**src/rtl/ssd1306_pkg.sv**
```systemverilog
// Shared SSD1306 command constants, FSM state encoding and the power-on command ROM
// used by the SPI4 master and its optional init sequencer.
package ssd1306_pkg;

    localparam logic [7:0] CMD_ENTIRE_ON_RESUME = 8'hA4;
    localparam logic [7:0] CMD_ENTIRE_ON_FORCE  = 8'hA5;
    localparam logic [7:0] CMD_NORMAL_DISPLAY   = 8'hA6;
    localparam logic [7:0] CMD_INVERT_DISPLAY   = 8'hA7;
    localparam logic [7:0] CMD_DISPLAY_OFF      = 8'hAE;
    localparam logic [7:0] CMD_DISPLAY_ON       = 8'hAF;
    localparam logic [7:0] CMD_SEG_REMAP_0      = 8'hA0;
    localparam logic [7:0] CMD_SEG_REMAP_127    = 8'hA1;
    localparam logic [7:0] CMD_COM_SCAN_INC     = 8'hC0;
    localparam logic [7:0] CMD_COM_SCAN_DEC     = 8'hC8;
    localparam logic [7:0] CMD_MEM_ADDR_MODE    = 8'h20;
    localparam logic [7:0] CMD_PAGE_START_BASE  = 8'hB0;

    localparam logic [7:0] ADDR_MODE_HORIZONTAL = 8'h00;
    localparam logic [7:0] ADDR_MODE_VERTICAL   = 8'h01;
    localparam logic [7:0] ADDR_MODE_PAGE       = 8'h02;

    typedef enum logic [2:0] {
        IDLE,
        LO,
        HI,
        HOLD,
        GAP,
        INIT
    } state_t;

    localparam int INIT_LEN = 9;

    // Element 0 is the first byte sent (packed concatenation lists the last byte first).
    localparam logic [INIT_LEN-1:0][7:0] INIT_ROM = {
        CMD_DISPLAY_ON,
        CMD_PAGE_START_BASE,
        CMD_ENTIRE_ON_RESUME,
        CMD_NORMAL_DISPLAY,
        CMD_COM_SCAN_DEC,
        CMD_SEG_REMAP_127,
        ADDR_MODE_HORIZONTAL,
        CMD_MEM_ADDR_MODE,
        CMD_DISPLAY_OFF
    };

endpackage

```
**src/rtl/ssd1306_spi4_master_if.sv**
```systemverilog
// Byte stream handshake between a command/frame generator and the SSD1306 SPI4 master.
interface ssd1306_spi4_master_if;

    logic       in_valid_i;
    logic       in_ready_o;
    logic [7:0] in_data_i;
    logic       in_dc_i;

    modport master (
        output in_valid_i,
        output in_data_i,
        output in_dc_i,
        input  in_ready_o
    );

    modport slave (
        input  in_valid_i,
        input  in_data_i,
        input  in_dc_i,
        output in_ready_o
    );

endinterface

```
**src/rtl/ssd1306_init_seq.sv**
```systemverilog
// Walks the power-on command ROM and offers each byte on a valid/ready handshake.
module ssd1306_init_seq
    import ssd1306_pkg::*;
(
    input  logic       clk_i,
    input  logic       rst_i,
    input  logic       seq_ready,
    output logic       seq_valid,
    output logic [7:0] seq_data
);

    localparam int IW = $clog2(INIT_LEN + 1);

    logic [IW-1:0] idx_reg;

    always_ff @(posedge clk_i) begin
        if (rst_i) begin
            idx_reg <= '0;
        end else if (seq_valid && seq_ready) begin
            idx_reg <= idx_reg + IW'(1);
        end
    end

    assign seq_valid = (idx_reg != IW'(INIT_LEN));
    assign seq_data  = seq_valid ? INIT_ROM[idx_reg] : 8'h00;

endmodule

```
**src/rtl/ssd1306_spi4_master.sv**
```systemverilog
// SPI mode-0, MSB-first, write-only byte serializer for an SSD1306 (cs/sck/sdo/dc).
// Define SSD1306_INIT_SEQ_EN to send the power-on command sequence automatically after reset.
module ssd1306_spi4_master
    import ssd1306_pkg::*;
#(
    parameter int CLK_DIV = 2
) (
    input  logic                         clk_i,
    input  logic                         rst_i,
    ssd1306_spi4_master_if.slave         bus,
    output logic                         busy_o,
    output logic                         init_done_o,
    output logic                         cs_on,
    output logic                         sck_o,
    output logic                         sdo_o,
    output logic                         dc_o
);

    localparam int CW = $clog2(CLK_DIV + 1);
    localparam logic [CW-1:0] HALF_LOAD = CW'(CLK_DIV - 1);
    // A byte started from IDLE gets one extra low cycle so sdo settles before the first rise.
    localparam logic [CW-1:0] FIRST_LOAD = CW'(CLK_DIV);

    state_t        state_reg;
    logic [CW-1:0] cnt_reg;
    logic [2:0]    bit_reg;
    logic [7:0]    shift_reg;
    logic          cs_reg;
    logic          sck_reg;
    logic          sdo_reg;
    logic          dc_reg;
    logic          busy_reg;
    logic          ready_reg;

    logic          src_valid;
    logic [7:0]    src_data;
    logic          src_dc;
    logic          accept;
    logic          init_done;

`ifdef SSD1306_INIT_SEQ_EN
    localparam state_t RESET_STATE = INIT;

    logic       init_done_reg;
    logic       seq_valid;
    logic       seq_ready;
    logic [7:0] seq_data;

    ssd1306_init_seq u_init_seq (
        .clk_i     (clk_i),
        .rst_i     (rst_i),
        .seq_ready (seq_ready),
        .seq_valid (seq_valid),
        .seq_data  (seq_data)
    );

    // The ROM owns the input mux until the whole sequence has left through GAP.
    assign seq_ready = !init_done_reg && ready_reg;
    assign src_valid = init_done_reg ? bus.in_valid_i : seq_valid;
    assign src_data  = init_done_reg ? bus.in_data_i  : seq_data;
    assign src_dc    = init_done_reg ? bus.in_dc_i    : 1'b0;
    assign init_done = init_done_reg;

    always_ff @(posedge clk_i) begin
        if (rst_i) begin
            init_done_reg <= 1'b0;
        end else if (state_reg == GAP && cnt_reg == '0) begin
            init_done_reg <= 1'b1;
        end
    end
`else
    localparam state_t RESET_STATE = IDLE;

    assign src_valid = bus.in_valid_i;
    assign src_data  = bus.in_data_i;
    assign src_dc    = bus.in_dc_i;
    assign init_done = 1'b1;
`endif

    assign accept         = src_valid && ready_reg;
    assign bus.in_ready_o = ready_reg && init_done;

    always_ff @(posedge clk_i) begin
        if (rst_i) begin
            state_reg <= RESET_STATE;
            cnt_reg   <= '0;
            bit_reg   <= '0;
            shift_reg <= '0;
            cs_reg    <= 1'b1;
            sck_reg   <= 1'b0;
            sdo_reg   <= 1'b0;
            dc_reg    <= 1'b0;
            busy_reg  <= 1'b0;
            ready_reg <= 1'b1;
        end else begin
            case (state_reg)
                IDLE, INIT: begin
                    busy_reg <= (state_reg == INIT) || accept;
                    if (accept) begin
                        state_reg <= LO;
                        cnt_reg   <= FIRST_LOAD;
                        bit_reg   <= '0;
                        shift_reg <= src_data;
                        sdo_reg   <= src_data[7];
                        dc_reg    <= src_dc;
                        cs_reg    <= 1'b0;
                        ready_reg <= 1'b0;
                    end
                end
                LO: begin
                    if (cnt_reg == '0) begin
                        state_reg <= HI;
                        cnt_reg   <= HALF_LOAD;
                        sck_reg   <= 1'b1;
                    end else begin
                        cnt_reg <= cnt_reg - CW'(1);
                    end
                end
                HI: begin
                    if (cnt_reg == '0) begin
                        cnt_reg <= HALF_LOAD;
                        sck_reg <= 1'b0;
                        bit_reg <= bit_reg + 3'd1;
                        if (bit_reg == 3'd7) begin
                            state_reg <= HOLD;
                            ready_reg <= (CLK_DIV == 1);
                        end else begin
                            state_reg <= LO;
                            shift_reg <= {shift_reg[6:0], 1'b0};
                            sdo_reg   <= shift_reg[6];
                        end
                    end else begin
                        cnt_reg <= cnt_reg - CW'(1);
                    end
                end
                HOLD: begin
                    if (cnt_reg == '0) begin
                        cnt_reg   <= HALF_LOAD;
                        ready_reg <= 1'b0;
                        if (accept) begin
                            // Back-to-back byte: chip select stays low across the boundary.
                            state_reg <= LO;
                            bit_reg   <= '0;
                            shift_reg <= src_data;
                            sdo_reg   <= src_data[7];
                            dc_reg    <= src_dc;
                        end else begin
                            state_reg <= GAP;
                            cs_reg    <= 1'b1;
                        end
                    end else begin
                        cnt_reg <= cnt_reg - CW'(1);
                        if (cnt_reg == CW'(1)) begin
                            ready_reg <= 1'b1;
                        end
                    end
                end
                GAP: begin
                    if (cnt_reg == '0) begin
                        state_reg <= IDLE;
                        ready_reg <= 1'b1;
                        busy_reg  <= 1'b0;
                    end else begin
                        cnt_reg <= cnt_reg - CW'(1);
                    end
                end
                default: begin
                    state_reg <= IDLE;
                    cs_reg    <= 1'b1;
                    sck_reg   <= 1'b0;
                    busy_reg  <= 1'b0;
                    ready_reg <= 1'b1;
                end
            endcase
        end
    end

    assign busy_o      = busy_reg;
    assign init_done_o = init_done;
    assign cs_on       = cs_reg;
    assign sck_o       = sck_reg;
    assign sdo_o       = sdo_reg;
    assign dc_o        = dc_reg;

endmodule

```
**src/flat_wrapper.sv**
```systemverilog
// flat-port wrapper written by rule: the top's interface ports become plain ports
module ssd1306_spi4_master_flat import ssd1306_pkg::*;
#(
    parameter int CLK_DIV = 2
)
  (clk_i, rst_i, busy_o, init_done_o, cs_on, sck_o, sdo_o, dc_o, bus_in_valid_i, bus_in_data_i, bus_in_dc_i, bus_in_ready_o);
  ssd1306_spi4_master_if bus_i ();
  input  logic clk_i;
  input  logic rst_i;
  output logic busy_o;
  output logic init_done_o;
  output logic cs_on;
  output logic sck_o;
  output logic sdo_o;
  output logic dc_o;
  input wire logic [$bits(bus_i.in_valid_i)-1:0] bus_in_valid_i;
  input wire logic [$bits(bus_i.in_data_i)-1:0] bus_in_data_i;
  input wire logic [$bits(bus_i.in_dc_i)-1:0] bus_in_dc_i;
  output wire logic [$bits(bus_i.in_ready_o)-1:0] bus_in_ready_o;
  assign bus_i.in_valid_i = bus_in_valid_i;
  assign bus_i.in_data_i = bus_in_data_i;
  assign bus_i.in_dc_i = bus_in_dc_i;
  assign bus_in_ready_o = bus_i.in_ready_o;
  ssd1306_spi4_master #(.CLK_DIV(CLK_DIV)) u_core (.clk_i(clk_i), .rst_i(rst_i), .bus(bus_i), .busy_o(busy_o), .init_done_o(init_done_o), .cs_on(cs_on), .sck_o(sck_o), .sdo_o(sdo_o), .dc_o(dc_o));
endmodule
```
**config.mk**
```make
export PLATFORM = sky130hd
export DESIGN_NAME = ssd1306_spi4_master_flat
export DESIGN_NICKNAME = d
export VERILOG_FILES = /design/src/rtl/ssd1306_pkg.sv /design/src/rtl/ssd1306_spi4_master_if.sv /design/src/rtl/ssd1306_init_seq.sv /design/src/rtl/ssd1306_spi4_master.sv /design/src/flat_wrapper.sv
export SDC_FILE = /design/constraint.sdc
export NUM_CORES = 1
export LEC_CHECK = 0
export BUFFER_PORTS_ARGS = -buffer_cell sky130_fd_sc_hd__buf_2
export CAP_MARGIN = 20
export CORE_MARGIN = 1
export CORE_UTILIZATION = 59
export CTS_CLUSTER_SIZE = 40
export DETAILED_ROUTE_END_ITERATION = 12
export PLACE_DENSITY = 0.88
export SLEW_MARGIN = 20
export SYNTH_ARGS = -nofsm -noshare
export SYNTH_HDL_FRONTEND = slang
export SYNTH_SLANG_ARGS = --single-unit
```
**constraint.sdc**
```tcl
create_clock -name clk_i -period 3.35 [get_ports clk_i]
set_input_delay 0.67 -clock clk_i [delete_from_list [all_inputs] [get_ports clk_i]]
set_output_delay 0.67 -clock clk_i [all_outputs]
set_load 0.01 [all_outputs]
```
==> run metrics, run 1 <==
overall overflow remaining after global route 0; RSZ-0062 raised after global routing no; cell type of the slowest stage on the worst timing path sky130_fd_sc_hd__nor3_1; number of synthesized register bits 21; setup violators final 0; WL final 2.48 mm; maximum fanout encountered on the critical timing path 11; static leakage power 0.542 nW; TritonCTS clock tree done; quantity of I/O buffers inserted on ports 17; number of buffers inserted to repair setup after CTS 0; number of global-route vias before repair 982; hold bufs inserted after CTS 0; critical path arrival 2300 ps; number of failing hold endpoints at the final stage 0; Yosys warnings 0; Tightest Pin Transition 692 ps; number of max-slew violations in the final report 0; area grow syn2layout 6.85%; routed len/inst 13.1 um; num rows 16; number of antenna-violating nets in the routed design 0; Multi-input gate area 734 sq um; most common library cell in the layout ignoring fill and taps sky130_fd_sc_hd__dfxtp_1; area of the die 0.00229 sq mm; Clock Tree Root sky130_fd_sc_hd__clkbuf_4; die width 47.9 um; most frequent cell on the critical path sky130_fd_sc_hd__nor3_1; Post-Place Cell Area 0.00130 sq mm; commonest non-fill, non-tap cells in the layout sky130_fd_sc_hd__dfxtp_1, sky130_fd_sc_hd__nor2_1, sky130_fd_sc_hd__buf_2; number of H-tree levels 1; Layout Nets 181; Ant. Diodes 0; timing-limited maximum frequency 472 MHz; sinks on the clock net 21; stage delay of the slowest cell on the critical path 540 ps; outcome finished, final reports clean; weighted congestion at the end of routability-driven global placement 0.849; per-cell via count in the routed design 5.92; crit end category flip-flop; number of max-cap violations 0; PD cells 774 mW/mm^2; CTS clk-pin slew, worst paths 110 ps; type of element launching the critical path flip-flop; clk buf depth 2; Floorplan Core Area 0.00196 sq mm; portion of the clock cycle consumed by the worst path in the final layout 63.3%; initial antenna violation count 0; final critical delay including setup and external delays 2120 ps; count of TritonRoute iterations in the first routing pass 4; overall die height 47.9 um; ratio of cells with drive above 1 in the final layout 15.3%; post-synthesis area per instance 8.17 sq um; detailed placement HPWL 1.77 mm; Total Routing Usage GR 25.5%; worst slew slack as a fraction of its limit 53.8%; Register Area 420 sq um; netlist area before placement 0.00124 sq mm; final routed DRC violation total 0; Required @ worst endpoint 3530 ps; number of flip-flops under the largest register name 7; Inserted Clock Buffers 3; total buffers and inverters traversed by the critical path 1; clock latency on the worst-skew pair 300 ps; category of the most critical setup path reg -> reg; post-synthesis cell type count 33; Cell Chain, Critical Path inv_1 > ha_1 > nand2_1 > nor3_1 > nor3_1 > nand3b_1 > a21oi_1; Post-CTS Resized 0; Total Neg Setup Slack 0 ps; kind of path behind the tightest hold check reg -> reg; First DRT Iteration DRCs 26; wire length of the first global-routing pass 4.09 mm; largest vdd supply drop 0.000458 V; setup slack of the worst register-to-register path 1230 ps; Initial Util 63.3%; via count 1124; Fill cells 192; IO Count 19; proportion of synthesized chip area in sequential cells 33.9%; synthesized netlist cell count 152; cell class contributing the biggest share of worst-path delay simple AND/OR/NAND/NOR gates; setup skew after layout 1.27 ps; net count of the mapped netlist 169; maximum number of pins on one net before global-route repair 26; final non-filler cell area 0.00133 sq mm
## metrics by stage
step	hold WS [ps]	power (W)	std cells	worst slack (ps)	util [%]
after floorplan	436	0.000812	152	1660	-
after global placement	444	0.000881	186	1340	66.3
after detailed placement	449	0.000911	186	1260	66.3
after CTS	466	0.00103	190	1230	67.6
after global routing	491	0.00112	190	951	67.6
final	465	0.00103	190	1230	67.6
## worst min-delay path, stage by stage (launching register included)
cell and delay [ps]:
sky130_fd_sc_hd__dfxtp_1 330, sky130_fd_sc_hd__nand2_1 50, sky130_fd_sc_hd__a21oi_1 50
## routing by layer
layer | vias to the layer above | wire length [um] | global-route usage, %
met2 | 36 | 1240 | 42.2
met5 | - | 0 | 0
met4 | 0 | 19 | 10.0
li1 | 568 | - | -
met1 | 518 | 1080 | 32.6
met3 | 2 | 136 | 4.91
## power by group
group	internal, W	switching [W]
combinational	0.000220	0.000265
sequential	0.000329	0.0000899
clock	0.0000464	0.0000757
total	0.000595	0.000431
## area by class of cell
type	instances	area share (%)
multi-input combinational	115	55.4
sequential	21	31.7
timing repair buffer	18	6.98
tap	27	2.55
clock buffer	4	1.98
inverter	5	1.42
## Yosys cell counts
cell / number / share of area [%]
sky130_fd_sc_hd__o31a_2: 1 / 0.81
sky130_fd_sc_hd__a211oi_2: 1 / 1.0
sky130_fd_sc_hd__mux2i_1: 12 / 9.7
sky130_fd_sc_hd__a211o_1: 1 / 0.71
sky130_fd_sc_hd__conb_1: 1 / 0.30
sky130_fd_sc_hd__and3_1: 2 / 1.0
sky130_fd_sc_hd__nor2_1: 18 / 5.4
sky130_fd_sc_hd__a2bb2oi_1: 1 / 0.71
sky130_fd_sc_hd__nor3_1: 8 / 3.2
sky130_fd_sc_hd__nand3_1: 5 / 2.0
sky130_fd_sc_hd__buf_2: 3 / 1.2
sky130_fd_sc_hd__buf_6: 1 / 0.91
sky130_fd_sc_hd__or4b_1: 1 / 0.81
sky130_fd_sc_hd__a311o_1: 1 / 0.81
sky130_fd_sc_hd__o21ai_0: 7 / 2.8
sky130_fd_sc_hd__nor4_1: 1 / 0.50
sky130_fd_sc_hd__clkinv_1: 1 / 0.30
sky130_fd_sc_hd__o2bb2ai_1: 1 / 0.71
sky130_fd_sc_hd__nand2_1: 9 / 2.7
sky130_fd_sc_hd__clkbuf_1: 3 / 0.91
sky130_fd_sc_hd__or2_4: 1 / 0.71
sky130_fd_sc_hd__dfxtp_1: 21 / 34
sky130_fd_sc_hd__xor2_1: 1 / 0.71
sky130_fd_sc_hd__nand3b_1: 5 / 3.0
sky130_fd_sc_hd__a21bo_2: 1 / 0.81
sky130_fd_sc_hd__inv_1: 4 / 1.2
sky130_fd_sc_hd__nor2b_1: 3 / 1.5
sky130_fd_sc_hd__o211ai_1: 4 / 2.4
sky130_fd_sc_hd__o21ai_1: 1 / 0.40
sky130_fd_sc_hd__a211oi_1: 8 / 4.8
sky130_fd_sc_hd__a21oi_1: 16 / 6.5
sky130_fd_sc_hd__buf_4: 4 / 2.4
sky130_fd_sc_hd__ha_1: 5 / 5.0
## logic make-up (layout without fill, tap and decap cells)
family                   count (synthesis)  count (layout)  synth area share [%]
adder cells (fa/ha/maj)                  5               5                  5.04
buffers and inverters                   16              27                  6.95
flip-flops                              21              21                  33.9
XOR/XNOR                                 1               1                 0.706
AND/OR/NAND/NOR                         53              53                  21.0
AO/OA/AOI/OAI                           43              43                  22.5
other                                    1               1                 0.302
multiplexers                            12              12                  9.68
## final timing paths
| path | startpoint | endpoint | depth (start not counted) |
|---|---|---|---|
| worst max-delay path | u_core.cnt_reg[0]$_SDFFE_PP0P_ | u_core.bit_reg[1]$_SDFFE_PP0P_ | 7 |
| worst min-delay path | u_core.bit_reg[1]$_SDFFE_PP0P_ | u_core.bit_reg[1]$_SDFFE_PP0P_ | 2 |
| worst max register to register | u_core.cnt_reg[0]$_SDFFE_PP0P_ | u_core.bit_reg[1]$_SDFFE_PP0P_ | 7 |
| worst min register to register | u_core.bit_reg[1]$_SDFFE_PP0P_ | u_core.bit_reg[1]$_SDFFE_PP0P_ | 2 |
Note: power is estimated with default switching activity, not from simulation.
==> run 2: changes to the inputs <==
--- a/config.mk
+++ b/config.mk
@@ -8,10 +8,10 @@
 export BUFFER_PORTS_ARGS = -buffer_cell sky130_fd_sc_hd__buf_2
 export CAP_MARGIN = 20
 export CORE_MARGIN = 1
-export CORE_UTILIZATION = 59
+export CORE_UTILIZATION = 50
 export CTS_CLUSTER_SIZE = 40
 export DETAILED_ROUTE_END_ITERATION = 12
-export PLACE_DENSITY = 0.88
+export PLACE_DENSITY = 0.8
 export SLEW_MARGIN = 20
 export SYNTH_ARGS = -nofsm -noshare
 export SYNTH_HDL_FRONTEND = slang
==> constraint.sdc (replaced) <==
create_clock -name clk_i -period 1.9 [get_ports clk_i]
set_input_delay 0.38 -clock clk_i [delete_from_list [all_inputs] [get_ports clk_i]]
set_output_delay 0.38 -clock clk_i [all_outputs]
set_load 0.01 [all_outputs]
==> run metrics, run 2 (synthesized netlist as in run 1, its figures left out) <==
category of the most critical setup path reg -> reg; number of max-cap violations 0; most common library cell in the layout ignoring fill and taps sky130_fd_sc_hd__dfxtp_1; maximum fanout encountered on the critical timing path 5; timing-limited maximum frequency 564 MHz; via count 1190; initial antenna violation count 0; overall overflow remaining after global route 0; Initial Util 54.5%; commonest non-fill, non-tap cells in the layout sky130_fd_sc_hd__dfxtp_1, sky130_fd_sc_hd__nor2_1, sky130_fd_sc_hd__buf_2; CTS clk-pin slew, worst paths 130 ps; Tot Pwr 0.00195 W; type of element launching the critical path flip-flop; Clock Tree Root sky130_fd_sc_hd__clkbuf_4; cell type of the slowest stage on the worst timing path sky130_fd_sc_hd__dfxtp_2; clk buf depth 2; setup violators final 0; quantity of I/O buffers inserted on ports 17; Post-Place Cell Area 0.00138 sq mm; Floorplan Core Area 0.00228 sq mm; number of flip-flops under the largest register name 7; post-route setup slack 127 ps; overall die height 51.8 um; sink of the worst hold path u_core.dc_o$_SDFFE_PP0P_; FF-to-FF End u_core.cnt_reg[1]$_SDFFE_PP0P_; stage delay of the slowest cell on the critical path 390 ps; routed len/inst 13.4 um; detailed placement HPWL 1.83 mm; Required @ worst endpoint 2150 ps; worst reg2reg startpoint u_core.cnt_reg[0]$_SDFFE_PP0P_; final critical delay including setup and external delays 1770 ps; sinks on the clock net 21; outcome finished, final reports clean; number of max-slew violations in the final report 0; kind of path behind the tightest hold check in -> reg; WL final 2.71 mm; area of the die 0.00269 sq mm; per-cell via count in the routed design 5.89; Fill cells 200; IO Count 19; count of TritonRoute iterations in the first routing pass 4; post-placement worst setup slack -2.16 ps; hold path start bus_in_dc_i; Multi-input gate area 762 sq um; number of global-route vias before repair 1033; number of H-tree levels 1; total buffers and inverters traversed by the critical path 2; final routed DRC violation total 0; weighted congestion at the end of routability-driven global placement 0.879; die width 51.8 um; area grow syn2layout 15.4%; Ant. Diodes 0; static leakage power 0.599 nW; number of buffers inserted to repair setup after CTS 0; Total Routing Usage GR 21.2%; number of failing hold endpoints at the final stage 0; cell class contributing the biggest share of worst-path delay compound AO/OA/AOI/OAI gates; First DRT Iteration DRCs 41; crit end category flip-flop; critical path arrival 2020 ps; maximum number of pins on one net before global-route repair 26; worst hold path depth 3; portion of the clock cycle consumed by the worst path in the final layout 93.3%; Total Neg Setup Slack 0 ps; wire length of the first global-routing pass 4.40 mm; ratio of cells with drive above 1 in the final layout 23.6%; final non-filler cell area 0.00143 sq mm; TritonCTS clock tree done; clock latency on the worst-skew pair 310 ps; largest vdd supply drop 0.000978 V; Register Area 423 sq um; logic depth of the worst register-to-register path 8; Layout Nets 192; PD cells 1360 mW/mm^2; Inserted Clock Buffers 3; setup skew after layout 9.74 ps; number of antenna-violating nets in the routed design 0; Worst Hold Margin 298 ps; num rows 17; Cell Chain, Critical Path inv_1 > ha_2 > buf_4 > nor2b_1 > o21ai_0 > o21ai_1 > a311o_1 > a21oi_1; setup slack of the worst register-to-register path 130 ps
==> run 2: cell count changes in the layout (fill, tap and decap cells not counted), sizes merged <==
cell  before  now
buf       18   28
o31a       1    2
==> run 2: worst max path at each step <==
stage / cells past startpoint / end / start
after floorplan: 8 / u_core.cnt_reg[1]$_SDFFE_PP0P_ / u_core.cnt_reg[0]$_SDFFE_PP0P_
after global placement: 7 / u_core.bit_reg[2]$_SDFFE_PP0P_ / u_core.cnt_reg[0]$_SDFFE_PP0P_
after detailed placement: 7 / u_core.bit_reg[2]$_SDFFE_PP0P_ / u_core.cnt_reg[0]$_SDFFE_PP0P_
after CTS: 7 / u_core.shift_reg[0]$_SDFFE_PP0P_ / u_core.cnt_reg[0]$_SDFFE_PP0P_
after global routing: 8 / u_core.cnt_reg[1]$_SDFFE_PP0P_ / u_core.cnt_reg[1]$_SDFFE_PP0P_
final: 8 / u_core.cnt_reg[1]$_SDFFE_PP0P_ / u_core.cnt_reg[0]$_SDFFE_PP0P_
==> run 2: worst reg2reg max path: stages, from the launching register on <==
cell                      delay [ps]
sky130_fd_sc_hd__dfxtp_2         390
sky130_fd_sc_hd__inv_1            80
sky130_fd_sc_hd__ha_2            210
sky130_fd_sc_hd__buf_4           140
sky130_fd_sc_hd__nor2b_1         130
sky130_fd_sc_hd__o21ai_0         140
sky130_fd_sc_hd__o21ai_1         150
sky130_fd_sc_hd__a311o_1         350
sky130_fd_sc_hd__a21oi_1         140
==> run 2: repair_timing <==
item | CTS | global route
gates cloned | 0 | 1
endpoints found under the setup margin | 3 | 8
pin swaps | 0 | 1
resized for setup | 1 | 5
hold buffers | 0 | 0
==> run 2: layout make-up <==
class | instances | area share (%)
Sequential cell | 21 | 29.5
Inverter | 5 | 1.31
Timing Repair Buffer | 28 | 11.7
Tap cell | 28 | 2.45
Clock buffer | 4 | 1.83
Multi-Input combinational cell | 116 | 53.2
==> run 2: layer usage <==
metal | wire, um | GRT usage (%) | part of all wire, % | up-vias
met2 | 1300 | 36.1 | 48 | 47
li1 | - | - | - | 593
met1 | 1240 | 26.9 | 46 | 546
met3 | 151 | 6.14 | 5.6 | 4
met5 | 0 | 0 | 0 | -
met4 | 21 | 2.70 | 0.77 | 0
==> run 2: stage by stage <==
| stage | utilization [%] | instances |
|---|---|---|
| finish | 62.9 | 202 |
| global route | 62.9 | 202 |
| CTS | 61.8 | 201 |
| detailed placement | 60.5 | 197 |
| global placement | 60.5 | 197 |
| floorplan | - | 152 |
==> run 2: power breakdown <==
group | switching (W) | leakage (nW) | internal (W)
combinational | 0.000547 | 0.410 | 0.000478
sequential | 0.000123 | 0.174 | 0.000582
clock | 0.000141 | 0.0150 | 0.0000819
